===== src/rtl/frame_update_scheduler.sv =====
// Once-per-frame game-logic sequencer. Watches the beam counters and, at the start of
// vertical blanking, launches NUM_TASKS update engines one after another using a
// start pulse / done handshake. A chain still running when the frame wraps is aborted
// and recorded in a sticky overrun flag.
module frame_update_scheduler #(
  parameter int unsigned H_MAX     = 239,
  parameter int unsigned V_DISPLAY = 60,
  parameter int unsigned V_MAX     = 104,
  parameter int unsigned NUM_TASKS = 4,
  parameter int unsigned FRAME_DIV = 1
) (
  input  logic                 clk_i,
  input  logic                 reset_i,
  input  logic [9:0]           hpos_i,
  input  logic [9:0]           vpos_i,
  input  logic                 enable_i,
  input  logic [NUM_TASKS-1:0] task_done_i,
  input  logic                 clear_overrun_i,
  output logic [NUM_TASKS-1:0] task_start_o,
  output logic [2:0]           current_task_o,
  output logic                 busy_o,
  output logic                 frame_tick_o,
  output logic [15:0]          frame_count_o,
  output logic                 overrun_o
);

  typedef enum logic [1:0] {StIdle, StIssue, StWait} state_e;

  state_e               state_q, state_d;
  logic [2:0]           idx_q, idx_d;
  logic [3:0]           div_cnt_q, div_cnt_d;
  logic                 frame_tick_q, frame_tick_d;
  logic [15:0]          frame_count_q, frame_count_d;
  logic                 overrun_q, overrun_d;

  logic                 vs_event;
  logic                 fe_event;
  logic [NUM_TASKS-1:0] idx_onehot;
  logic                 done_sel;
  logic                 last_task;

  // Beam events: vblank start and the very last pixel of the frame.
  assign vs_event = (hpos_i == 10'(0)) && (vpos_i == 10'(V_DISPLAY));
  assign fe_event = (hpos_i == 10'(H_MAX)) && (vpos_i == 10'(V_MAX));

  // Only the done bit of the task currently being waited on is ever looked at.
  assign idx_onehot = {{(NUM_TASKS-1){1'b0}}, 1'b1} << idx_q;
  assign done_sel   = |(task_done_i & idx_onehot);
  assign last_task  = (idx_q == 3'(NUM_TASKS - 1));

  // Next-state logic: frame bookkeeping, chain sequencing and overrun abort.
  always_comb begin
    state_d       = state_q;
    idx_d         = idx_q;
    div_cnt_d     = div_cnt_q;
    frame_tick_d  = 1'b0;
    frame_count_d = frame_count_q;
    overrun_d     = overrun_q;

    if (clear_overrun_i) begin
      overrun_d = 1'b0;
    end

    unique case (state_q)
      StIdle: begin
        if (vs_event) begin
          frame_tick_d  = 1'b1;
          frame_count_d = frame_count_q + 16'd1;
          // The divider runs on every frame so the launch cadence is independent of enable.
          div_cnt_d     = (div_cnt_q == 4'(FRAME_DIV - 1)) ? 4'd0 : div_cnt_q + 4'd1;
          if (enable_i && (div_cnt_q == 4'd0)) begin
            state_d = StIssue;
            idx_d   = 3'd0;
          end
        end
      end
      // Done is deliberately not sampled here; engines answer at least a cycle later.
      StIssue: begin
        state_d = StWait;
      end
      StWait: begin
        if (done_sel) begin
          if (last_task) begin
            state_d = StIdle;
          end else begin
            idx_d   = idx_q + 3'd1;
            state_d = StIssue;
          end
        end
      end
      default: begin
        state_d = StIdle;
      end
    endcase

    // Frame wrapped with a chain still active: abort, beating any same-cycle done or clear.
    if (fe_event && (state_q != StIdle)) begin
      overrun_d = 1'b1;
      state_d   = StIdle;
      idx_d     = 3'd0;
    end
  end

  // State and output registers with synchronous reset.
  always_ff @(posedge clk_i) begin
    if (reset_i) begin
      state_q       <= StIdle;
      idx_q         <= 3'd0;
      div_cnt_q     <= 4'd0;
      frame_tick_q  <= 1'b0;
      frame_count_q <= 16'd0;
      overrun_q     <= 1'b0;
    end else begin
      state_q       <= state_d;
      idx_q         <= idx_d;
      div_cnt_q     <= div_cnt_d;
      frame_tick_q  <= frame_tick_d;
      frame_count_q <= frame_count_d;
      overrun_q     <= overrun_d;
    end
  end

  // Moore outputs decoded from the registered state.
  always_comb begin
    task_start_o   = (state_q == StIssue) ? idx_onehot : '0;
    busy_o         = (state_q != StIdle);
    current_task_o = idx_q;
    frame_tick_o   = frame_tick_q;
    frame_count_o  = frame_count_q;
    overrun_o      = overrun_q;
  end

endmodule

===== config.mk =====
export PLATFORM = sky130hd
export DESIGN_NAME = frame_update_scheduler
export DESIGN_NICKNAME = d
export VERILOG_FILES = /design/src/rtl/frame_update_scheduler.sv
export SDC_FILE = /design/constraint.sdc
export NUM_CORES = 1
export LEC_CHECK = 0
export ABC_CLOCK_PERIOD_IN_PS = 1750
export CAP_MARGIN = 30
export CORE_UTILIZATION = 30
export DETAILED_ROUTE_END_ITERATION = 7
export DONT_BUFFER_PORTS = 1
export SLEW_MARGIN = 40
export SYNTH_ARGS = -nofsm -noshare
export SYNTH_HDL_FRONTEND = slang
export SYNTH_SLANG_ARGS = --single-unit
export TNS_END_PERCENT = 50

===== constraint.sdc =====
create_clock -name clk_i -period 1.75 [get_ports clk_i]
set_input_delay 0.2625 -clock clk_i [delete_from_list [all_inputs] [get_ports clk_i]]
set_output_delay 0.2625 -clock clk_i [all_outputs]
set_load 0.03 [all_outputs]

After elaboration in Yosys (flattened, before gate mapping)

Cells that the tools add are included.

Logic and storage cells: 53
Bits in latches: 0
Bits in registers: 27
Memories: 0
Memory bits (writable): 0
Memory bits (read-only): 0
Output and inout bits: 26

Shift operators: 1
Reduce and logical (&&, ||, !) cells: 16
Bitwise gates (word level): 2
Muxes and demuxes: 15
$add $sub $neg: 3
$mul: 0
Equality and inequality tests: 10
Divide/modulo/power cells: 0
Magnitude comparators: 0

Operator list:

| kind                                                  | number |
|---|---|
| adder 16 x 1 -> 16 bit (second input constant)        | 1 |
| 2-to-1 mux 3 bit                                      | 4 |
| equality test 10 x 6 -> 1 bit (second input constant) | 1 |
| equality test 10 x 7 -> 1 bit (second input constant) | 1 |
| equality test 10 x 8 -> 1 bit (second input constant) | 1 |
| zero test 10 bit                                      | 1 |
| 2-to-1 mux 4 bit                                      | 2 |
| != test 2 bit (second input constant)                 | 4 |
| 2-to-1 mux 2 bit                                      | 3 |
| case mux 2 bit (3 select lines)                       | 1 |
| case mux 3 bit (2 select lines)                       | 1 |
| nonzero test 2 bit                                    | 3 |
| AND reduction 5 bit                                   | 1 |
| adder 4 x 1 -> 4 bit (second input constant)          | 1 |
| bitwise AND 4 bit                                     | 1 |
| logical AND 1 bit                                     | 4 |
| zero test 4 bit                                       | 1 |
| 2-to-1 mux 1 bit                                      | 4 |
| OR reduction 2 bit                                    | 2 |
| OR reduction 4 bit                                    | 1 |
| << shifter 1 x 3 -> 4 bit (first input constant)      | 1 |
| adder 3 x 1 -> 3 bit (second input constant)          | 1 |
| equality test 3 x 2 -> 1 bit (second input constant)  | 1 |
| AND reduction 3 bit                                   | 1 |
| 5 further kinds                                       | 5 |

Depth between registers and ports, before layout

Word-level depth: 5
Gate-level depth with buffers: 7
Gate-level depth less buffers: 7

Least setup slack after synthesis

No wires, ideal clock.

Path kind: reg2reg
Start: register idx_q[0], in the netlist current_task_o[0]
End: register idx_q[2], in the netlist current_task_o[2]
Stages on the path, launching flop included: 8
Required time: 1.680 ns
Library setup time: 0.070 ns
Path buffers: 0
Path slack: -0.224 ns
Arrival time: 1.904 ns
Path through: dfxtp_1 inv_1 ha_1 a222oi_1 nor2_1 o21ai_0 o21ai_0 a21oi_1

Longest elaborated chain between the ends: 5

Ends and longest elaborated chain:

| item                                                         | line | source |
|---|---|---|
| start, declared                                              | 30   | `logic [2:0] idx_q, idx_d;` |
| start signal, assigned                                       | 115  | `idx_q <= idx_d;` |
| branches (longest 5 deep; another with adder 3 x 1 -> 3 bit) | -    |  |

Parallel ways; which one is timed is not known. The select of a mux whose other input is x is not followed.
A chain may end at the register's enable or synchronous reset.

Worst setup path in the final report

Start: register state_q[1]
End: output task_start_o[0]

Longest elaborated chain between the ends: 2

Ends and longest elaborated chain:

| item                         | line | source |
|---|---|---|
| start, declared              | 29   | `state_e state_q, state_d;` |
| start signal, assigned       | 107  | `state_q <= StIdle;` |
| start signal, assigned       | 114  | `state_q <= state_d;` |
| equality test 2 x 1 -> 1 bit | 125  | `task_start_o = (state_q == StIssue) ? idx_onehot : '0;` |
| 2-to-1 mux 4 bit             | 125  |  |
| end, declared                | 19   | `output logic [NUM_TASKS-1:0] task_start_o,` |

Every way passes these cells.

==> metrics.log <==
INFO  metric maxUsedRoutingLayer = met4
INFO  metric netlist_instances = 175
INFO  metric power_leakage = 0.647 nW
INFO  metric dp_worst_slack = 0.0565 ns
INFO  metric die_width = 72.6 um
INFO  metric critical_path.slowest_cell = dfxtp_1
INFO  metric grt_use_total = 0.125
INFO  metric grt_antenna_before_repair = 0
INFO  metric wirelength_met1 = 1640 um
INFO  metric chipHeight = 72.6 um
INFO  metric multiInputGateArea = 928 um2
INFO  metric cpPeakStageDelay = 0.34 ns
INFO  metric grt_start_max_net_pins = 25
INFO  metric rr_startpoint = current_task_o[0]
INFO  metric worst_hold_path_type = primary input to register
INFO  metric detail_route.first_pass.iterations = 4
INFO  metric synth_top_area_frac = 0.362
INFO  metric mostFrequentLayoutCells = 28 x buf_4, 23 x dfxtp_1, 21 x nor2_1
INFO  metric grt_overflow = 0
INFO  metric postCtsResizedCells = 0
INFO  metric die-area = 5270 um2
INFO  metric final_worst_path_period_need = 1.67 ns
INFO  metric setup_viol = 0
INFO  metric io_pins = 54
INFO  metric power_per_cell_area = 538 nW/um2
INFO  metric ctsHoldBuffers = 0
INFO  metric numCtsBuffers = 3
INFO  metric final_hold_viol_count = 0
INFO  metric route.met3.wl = 189 um
INFO  metric drt-initial-drc-count = 37
INFO  metric worst_vdd_rail_ir_drop = 0.260 mV
INFO  metric drive_gt1_frac = 0.256
INFO  metric syn-mean-instance-area = 8.54 um2
INFO  metric cts_max_path_buffers = 2
INFO  metric htreeDepth = 1
INFO  metric final.setup_skew = 0.00481 ns
INFO  metric area_growth_syn_to_layout = 24.1%
INFO  metric rsz_0062_raised_after_global_routing = true
INFO  metric area_leader_netlist = dfxtp_1
INFO  metric port_buffers = 0
INFO  metric clock_sinks = 27
INFO  metric fmax = 600 MHz
INFO  metric tritoncts = done
INFO  metric drt-wirelength-per-cell = 12.6 um
INFO  metric worst_setup_path_startpoint = state_q[1]
INFO  metric worst_slew_margin_rel = 0.719
INFO  metric max-cap-violations = 0
INFO  metric num_vias = 1318
INFO  metric first_global_vias = 1206
INFO  metric crit_path_start_kind = register
INFO  metric worst-endpoint-required = 1.49 ns
INFO  metric rrSetupSlack = 0.09 ns
INFO  metric seq_area = 546 um2
INFO  metric placement_row_count = 25
INFO  metric hpwlAfterDp = 2650 um
INFO  metric total_power = 0.000998 W
INFO  metric antenna_left = 0
INFO  metric detail_route.drc_violations = 0
INFO  metric insertion_delay_to_the_later_sink_of_the_worst_skew_pair = 0.27 ns
INFO  metric yosys_warnings = 0
INFO  metric max_slew_violation_count = 0
INFO  metric grt_pass1_wl = 5240 um
INFO  metric setup_tns = 0 ns
INFO  metric period_share = 0.953
INFO  metric finalWirelength = 3410 um
INFO  metric fraction_of_the_yosys_area_taken_by_sequential_cells = 0.362
INFO  metric register_bit_total_from_synthesis = 27
INFO  metric clkTransAtPathRegs = 0.10 ns
INFO  metric cts-root-buf = clkbuf_8
INFO  metric core_area = 4750 um2
INFO  metric worstHoldStart = reset_i
INFO  metric worst_hold_slack = 0.0441 ns
INFO  metric nets = 240
INFO  metric layout_setup_ws = 0.0830 ns
INFO  metric netlist_top_cells_area = dfxtp_1 36%, xnor2_1 7.0%, ha_1 6.7%
INFO  metric cp_cell_sequence = buf_4, nand2b_1, nor2_1, and2_1
INFO  metric post-cts-setup-buffers = 0
INFO  metric worst_slew_pin_slew = 0.421 ns
INFO  metric wl_met2 = 1550 um
INFO  metric num_antenna_cells = 0
INFO  metric leading_cell_type_in_the_layout_fill_and_taps_excluded = buf_4
INFO  metric mappedNetlistNets = 211
INFO  metric run_status = complete, no violations
INFO  metric finalWeightedCongestion = 0.752
INFO  metric worst-endpoint-arrival = 1.40 ns
INFO  metric routed_via_density = 4.88
INFO  metric timing_worst_setup_path_type = register to output pin
INFO  metric initial_utilization = 0.314
INFO  metric critical_path.endpoint_type = output pin
INFO  metric num-fill-cells = 521
INFO  metric netlist_area = 1500 um2
INFO  metric fin_util = 0.390
INFO  metric yosysUniqueCellTypes = 38
INFO  metric timing.critical_path.fanout_max = 5
## cell usage after synthesis (all sizes together)
cell type,instances
nor3,8
inv,11
xnor2,12
nand2b,2
a222oi,1
nand4,10
and4,2
and2,5
o31ai,1
and3,2
o2111ai,1
mux2i,2
and3b,1
nand2,10
nor4,13
nor3b,1
nand3,5
clkbuf,4
a21oi,8
o21ai,5
or3,4
xor2,2
ha,8
dfxtp,27
nor4bb,1
a211o,1
nor2,24
or3b,1
and4bb,2
or2,1
## per-layer routing
layer | track usage | vias up
met3 | 0.0276 | 2
met4 | 0.0370 | 0
met5 | 0 | -
li1 | - | 677
met1 | 0.167 | 604
met2 | 0.200 | 35
## cell families (layout without fill, tap and decap cells)
group	Yosys count	count (layout)	share of synthesized area
xor gates and xnor gates	14	14	0.0820
adders and majority gates	8	8	0.0669
muxes	2	2	0.0134
buffers and inverters	15	43	0.0377
AOI/OAI and AO/OA	17	17	0.0669
DFF	27	27	0.362
and+or+nand+nor	92	92	0.372
## worst paths after layout
kind / end / depth (start not counted)
worst max-delay path: task_start_o[0] / 4
worst min-delay path: frame_count_o[4] / 1
worst max register to register: current_task_o[2] / 7
worst min register to register: div_cnt_q[2] / 2
## report_power, final
group	internal [W]	leakage [nW]	switching, W
logic	0.0000117	0.402	0.0000122
registers	0.000614	0.219	0.000000000146
clock network	0.000160	0.0255	0.000200
## sequential cells by signal, indices dropped and copies added, names as in the netlist
register / count
frame_count_o: 16
div_cnt_q: 4
current_task_o: 3
state_q: 2
frame_tick_o: 1
overrun_o: 1
## critical path, delay by kind of cell, from the launching register on
family | cells | cell delay [ns]
buf+inv | 1 | 0.15
simple gates | 3 | 0.64
flops | 1 | 0.34
## layout make-up
type	count	area share
tap	67	0.0452
inverter	11	0.0223
multi-input combinational	133	0.500
clock inverter	1	0.00270
clock buffer	3	0.0223
sequential	27	0.294
timing repair buffer	28	0.113
## metrics by stage
| step | instances | instance area, um2 |
|---|---|---|
| after floorplan | 175 | 1500 |
| after global placement | 266 | 1780 |
| after detailed placement | 266 | 1780 |
| after CTS | 270 | 1830 |
| after global routing | 270 | 1860 |
| final | 270 | 1860 |
Note: power is estimated with default switching activity, not from simulation.
